### src/rtl/cpu_regs_wb_arbiter_pkg.sv
// Shared definitions for the CPU register-bank Wishbone arbiter.
package cpu_regs_wb_arbiter_pkg;

    typedef enum logic [1:0] {
        ST_IDLE = 2'd0,
        ST_GNT0 = 2'd1,
        ST_GNT1 = 2'd2
    } arb_state_e;

    localparam int M_CPU = 0;
    localparam int M_CON = 1;

    localparam int ADR_W = 5;
    localparam int DAT_W = 16;

endpackage

### src/rtl/cpu_regs_arb_timer.sv
// Ack watchdog: counts unacknowledged strobe cycles, flags timeout and emits a one-cycle error.
module cpu_regs_arb_timer
    import cpu_regs_wb_arbiter_pkg::*;
#(
    parameter int ACK_TIMEOUT = 8
) (
    input  logic wb_clk_i,
    input  logic wb_rst_i,
    input  logic clr_i,
    input  logic stb_i,
    input  logic ack_i,
    output logic tmo_o,
    output logic err_o
);

    localparam int CW = (ACK_TIMEOUT > 2) ? $clog2(ACK_TIMEOUT) : 1;
    localparam logic [CW-1:0] TC_LAST = CW'(ACK_TIMEOUT - 1);

    logic [CW-1:0] tcnt_q, tcnt_d;
    logic          tmo_q, tmo_d;
    logic          err;

    // Ack in the expiry cycle beats the timeout.
    assign err = stb_i & ~ack_i & (tcnt_q == TC_LAST);

    always_comb begin
        tcnt_d = tcnt_q;
        tmo_d  = tmo_q;
        if (clr_i) begin
            tcnt_d = '0;
            tmo_d  = 1'b0;
        end else if (ack_i) begin
            tcnt_d = '0;
        end else if (err) begin
            tmo_d = 1'b1;
        end else if (stb_i) begin
            tcnt_d = tcnt_q + CW'(1);
        end
    end

    always_ff @(posedge wb_clk_i or posedge wb_rst_i) begin
        if (wb_rst_i) begin
            tcnt_q <= '0;
            tmo_q  <= 1'b0;
        end else begin
            tcnt_q <= tcnt_d;
            tmo_q  <= tmo_d;
        end
    end

    assign tmo_o = tmo_q;
    assign err_o = err;

endmodule

### src/rtl/cpu_regs_wb_arbiter.sv
// Two-master Wishbone arbiter for the CPU register bank: M0 (CPU) priority,
// M1 (console) anti-starvation escalation, ack timeout returning err.
module cpu_regs_wb_arbiter
    import cpu_regs_wb_arbiter_pkg::*;
#(
    parameter int STARVE_LIMIT = 16,
    parameter int ACK_TIMEOUT  = 8
) (
    input  logic             wb_clk_i,
    input  logic             wb_rst_i,
    input  logic [ADR_W-1:0] m0_adr_i,
    input  logic [DAT_W-1:0] m0_dat_i,
    input  logic             m0_we_i,
    input  logic [1:0]       m0_sel_i,
    input  logic             m0_cyc_i,
    input  logic             m0_stb_i,
    output logic             m0_ack_o,
    output logic             m0_err_o,
    input  logic [ADR_W-1:0] m1_adr_i,
    input  logic [DAT_W-1:0] m1_dat_i,
    input  logic             m1_we_i,
    input  logic [1:0]       m1_sel_i,
    input  logic             m1_cyc_i,
    input  logic             m1_stb_i,
    output logic             m1_ack_o,
    output logic             m1_err_o,
    output logic [DAT_W-1:0] m_dat_o,
    output logic [ADR_W-1:0] s_adr_o,
    output logic [DAT_W-1:0] s_dat_o,
    output logic             s_we_o,
    output logic [1:0]       s_sel_o,
    output logic             s_cyc_o,
    output logic             s_stb_o,
    input  logic [DAT_W-1:0] s_dat_i,
    input  logic             s_ack_i,
    output logic [1:0]       gnt_o
);

    localparam int WW = $clog2(STARVE_LIMIT + 1);
    localparam logic [WW-1:0] WAIT_MAX = WW'(STARVE_LIMIT);

    arb_state_e    state_q, state_d;
    logic [WW-1:0] wait1_q, wait1_d;
    logic [1:0]    gnt;
    logic          starve;
    logic          sel_cyc, sel_stb;
    logic          tmo, tmo_err;
    logic          grant_chg;

    assign gnt[M_CPU] = (state_q == ST_GNT0);
    assign gnt[M_CON] = (state_q == ST_GNT1);
    assign starve     = (wait1_q == WAIT_MAX);
    assign grant_chg  = (state_d != state_q);

    // Every release passes through IDLE, so a new grant always costs one idle cycle.
    always_comb begin
        state_d = state_q;
        case (state_q)
            ST_IDLE: begin
                if (starve && m1_cyc_i)  state_d = ST_GNT1;
                else if (m0_cyc_i)       state_d = ST_GNT0;
                else if (m1_cyc_i)       state_d = ST_GNT1;
            end
            ST_GNT0: if (!m0_cyc_i) state_d = ST_IDLE;
            ST_GNT1: if (!m1_cyc_i) state_d = ST_IDLE;
            default: state_d = ST_IDLE;
        endcase
    end

    always_comb begin
        wait1_d = wait1_q;
        if (!m1_cyc_i || (state_d == ST_GNT1 && state_q != ST_GNT1)) begin
            wait1_d = '0;
        end else if (!gnt[M_CON] && !starve) begin
            wait1_d = wait1_q + WW'(1);
        end
    end

    always_ff @(posedge wb_clk_i or posedge wb_rst_i) begin
        if (wb_rst_i) begin
            state_q <= ST_IDLE;
            wait1_q <= '0;
        end else begin
            state_q <= state_d;
            wait1_q <= wait1_d;
        end
    end

    always_comb begin
        s_adr_o = '0;
        s_dat_o = '0;
        s_we_o  = 1'b0;
        s_sel_o = '0;
        sel_cyc = 1'b0;
        sel_stb = 1'b0;
        if (gnt[M_CPU]) begin
            s_adr_o = m0_adr_i;
            s_dat_o = m0_dat_i;
            s_we_o  = m0_we_i;
            s_sel_o = m0_sel_i;
            sel_cyc = m0_cyc_i;
            sel_stb = m0_stb_i;
        end else if (gnt[M_CON]) begin
            s_adr_o = m1_adr_i;
            s_dat_o = m1_dat_i;
            s_we_o  = m1_we_i;
            s_sel_o = m1_sel_i;
            sel_cyc = m1_cyc_i;
            sel_stb = m1_stb_i;
        end
    end

    assign s_cyc_o = sel_cyc & ~tmo;
    assign s_stb_o = sel_stb & ~tmo;

    cpu_regs_arb_timer #(
        .ACK_TIMEOUT(ACK_TIMEOUT)
    ) u_timer (
        .wb_clk_i(wb_clk_i),
        .wb_rst_i(wb_rst_i),
        .clr_i   (grant_chg),
        .stb_i   (s_cyc_o & s_stb_o),
        .ack_i   (s_ack_i),
        .tmo_o   (tmo),
        .err_o   (tmo_err)
    );

    assign m0_ack_o = s_ack_i & gnt[M_CPU];
    assign m1_ack_o = s_ack_i & gnt[M_CON];
    assign m0_err_o = tmo_err & gnt[M_CPU];
    assign m1_err_o = tmo_err & gnt[M_CON];
    assign m_dat_o  = s_dat_i;
    assign gnt_o    = gnt;

endmodule

### config.mk
export PLATFORM = sky130hd
export DESIGN_NAME = cpu_regs_wb_arbiter
export DESIGN_NICKNAME = d
export VERILOG_FILES = /design/src/rtl/cpu_regs_wb_arbiter_pkg.sv /design/src/rtl/cpu_regs_arb_timer.sv /design/src/rtl/cpu_regs_wb_arbiter.sv
export SDC_FILE = /design/constraint.sdc
export NUM_CORES = 1
export LEC_CHECK = 0
export BUFFER_PORTS_ARGS = -buffer_cell sky130_fd_sc_hd__clkbuf_2
export CAP_MARGIN = 20
export CORE_ASPECT_RATIO = 0.6
export CORE_MARGIN = 1
export CORE_UTILIZATION = 35
export DETAILED_ROUTE_END_ITERATION = 16
export PLACE_DENSITY = 0.87
export SYNTH_ARGS = -nofsm -noshare
export SYNTH_HDL_FRONTEND = slang
export SYNTH_SLANG_ARGS = --single-unit
### constraint.sdc
create_clock -name wb_clk_i -period 1.7 [get_ports wb_clk_i]
set_clock_uncertainty 0.1 [all_clocks]
set_input_delay 0.085 -clock wb_clk_i [delete_from_list [all_inputs] [get_ports wb_clk_i]]
set_output_delay 0.085 -clock wb_clk_i [all_outputs]
set_load 0.01 [all_outputs]
==> results.toml <==
[outcome]
violations = "setup timing"
outcome = "finished, violations left"

[cts]
path_clk_slew_ps = 50
clkSinkCount = 11
htree_levels = 1
cts_buffer_depth = 2
ctsRootBufferMaster = "clkbuf_8"
worstSkewPairLatency_ps = 250
numCtsBuffers = 3
cts_tree = "yes"

[synthesis]
syn_nets = 194
synth.distinct_cells = 36
syn_inst = 119
yosys_warnings = 0
yosysTopAreaCell = "dfrtp_1"
netlist_area_sq_um = 1111
ys_ff_latch = 11
ys_seq_area_frac = 0.2477
yosys-top-cells-area = "dfrtp_1, a22o_1, buf_4, ha_1, nor2_1"
syn_area_per_cell_sq_um = 9.337
yosys.area.top_type_share = 0.2477

[placed_design]
gp_congestion = 0.8093
place_ws_ps = 53.56
port_buffers = 86
dpl.hpwl_um = 2802

[setup_path]
path_max_fanout = 7
timing.rr.start = "state_q[0]"
critPathKind = "reg2out"
worst_setup_path_start_kind = "register"
required_ps = 1510
critPathMostFrequentCell = "buf_6"
worstSetupEndpointType = "primary output"
arrival_ps = 1640
crit_path_start = "state_q[0]"
cpMaxStageDelayCell = "dfrtp_2"
critPathMaxStageDelay_ps = 420
cp_top_family = "buffers and inverters"
crit_chain = "buf_6 -> or2b_1 -> inv_2 -> buf_6 -> buf_16 -> a22o_1 -> buf_2"
crit_buf_inv = 5

[worst_hold_path]
hold_path.class = "in2reg"
min_from = "m1_cyc_i"

[die]
core_sq_um = 2947
num_rows = 15
die_h_um = 45.64
die_area_sq_um = 3411
chipWidth_um = 74.74
start_util = 0.3771
pin_count = 119

[global_route]
grt_pass1_wl_um = 5395
grt_pass1_vias = 1052
antenna_found_initial = 0
grt_max_degree = 27
grt.total_usage = 0.2227
gr-total-overflow = 0

[detailed_routing]
wl_um = 4031
drt_iter0_markers = 70
wl_per_cell_um = 15.68
ant_nets = 0
vias = 1312
firstDrtPassIters = 4
drc_errors = 0
viasPerCell = 5.105

[power]
p_comb_frac = 0.444
internal_power_uw = 674.5
p_switching_uw = 315.8
ir_drop_v = 0.0003726
switching_share = 0.3189
powerDensity_nw_per_um2 = 527.7
p_leak_nw = 1.054
power_frac_seq = 0.283
pwr-share-clk = 0.273
power_uw = 990.4

[layout]
drive_above_1_share = 0.6279
n_antenna_cell = 0
syn_to_final_growth_pct = 68.92
final_util = 0.6369
nets = 291

[timing]
max_freq_ghz = 0.5471
period_share = 1.075
rsz0062_at_grt = "true"
whs_ps = 68.83
drv_slew = 0
post-route-min-period_ps = 1828
hold_viol = 0
worst_pin_slew_ps = 439.4
max_slew_margin = 0.7068
finalSetupViolCount = 27
worst_slack_ps = -127.9

[job]
max_cap_viol_count = 0
-- cell families (layout without fill, tap and decap cells) --
kind of cell	count (synthesis)	after routing	share of synthesized area
AND/OR/NAND/NOR	36	36	0.2241
AO/OA/AOI/OAI	35	35	0.2737
buffers and inverters	28	124	0.1678
flip-flops	11	11	0.2477
adder cells (fa/ha/maj)	4	4	0.04505
XOR/XNOR	3	3	0.02365
multiplexers	2	2	0.01802
-- final timing paths --
path / endpoint / slack [ps] / cells past startpoint
worst max-delay path: s_dat_o[2] / -130 / 7
worst min-delay path: wait1_q[1] / 70 / 2
worst max register to register: u_timer.tcnt_q[1] / 10 / 7
worst min register to register: u_timer.tcnt_q[1] / 430 / 2
max in group asynchronous: state_q[1] / 910 / 3
min in group asynchronous: u_timer.tcnt_q[1] / 270 / 3
-- metal layers --
metal  vias to the layer above  GRT usage  wire [um]
met2                        68     0.3171       1927
met5                         -          0          0
met3                         9    0.05752        300
met1                       620     0.3284       1748
li1                        615          -          -
met4                         0    0.06415         55
-- Yosys cell counts --
cell / count
inv_1: 5
nor3b_1: 1
nand4_1: 2
or3_1: 1
a22o_1: 24
nor2_2: 1
a31oi_1: 1
or2b_1: 2
ha_1: 4
buf_2: 2
nor3_1: 2
o21a_1: 2
mux2i_1: 2
nand4bb_2: 1
nor2b_1: 1
inv_2: 1
dfrtp_1: 11
a21boi_1: 1
and4bb_2: 1
nand4bb_4: 1
nand3b_4: 1
a21oi_1: 3
xnor2_1: 1
nand2b_1: 2
buf_4: 19
nand2_1: 3
o31ai_1: 1
nor2_1: 11
buf_6: 1
a221oi_4: 1
and2_1: 4
a211o_1: 1
nand4bb_1: 1
a22oi_1: 1
nand3b_1: 1
xor2_1: 2
-- cells in the final DEF (no fill, tap or decap), types with 3 or more instances in the layout --
cell type / n
buf_2: 19
nand2_1: 3
buf_4: 16
dfrtp_1: 9
inv_2: 3
buf_6: 7
ha_1: 3
nor2_1: 11
buf_16: 3
a22o_1: 24
clkbuf_8: 3
a21oi_1: 3
clkbuf_2: 65
-- metrics by stage --
| step | cells | TNS [ps] | instance area [sq um] |
|---|---|---|---|
| floorplan | 119 | 0 | 1111 |
| global placement | 234 | 0 | 1535 |
| detailed placement | 234 | 0 | 1535 |
| CTS | 253 | -2528 | 1798 |
| global route | 257 | -4029 | 1877 |
| finish | 257 | -2468 | 1877 |
-- layout make-up --
class                      instances  area, sq um
fill                             242         1070
tap                               42        52.55
multi-input combinational         80        698.2
timing repair buffer             114        777.0
clock buffer                       3        41.29
sequential                        11        277.8
inverter                           6        25.02
clock inverter                     1        5.005
-- sequential cells by signal, indices dropped and copies added (netlist names) --
| register | count |
|---|---|
| wait1_q | 5 |
| u_timer.tcnt_q | 3 |
| state_q | 2 |
| u_timer.tmo_o | 1 |
-- power groups by stage --
stage,clock [mW],combinational [mW],sequential (mW)
CTS,0.278,0.405,0.279
global route,0.289,0.473,0.281
detailed placement,0,0.344,0.285
finish,0.270,0.439,0.281
global placement,0,0.338,0.285
floorplan,0,0.217,0.281
-- what timing repair did --
| action | 4_1_cts | 5_1_grt |
|---|---|---|
| hold endpoints to repair | 11 | 0 |
| gates cloned | 3 | 1 |
| hold buffers | 1 | 0 |
| buffers inserted | 11 | 4 |
| gates resized for setup | 13 | 32 |
| setup endpoints to repair | 26 | 36 |
| pin swaps | 21 | 7 |
No activity file was read; power rests on OpenSTA's default activity.
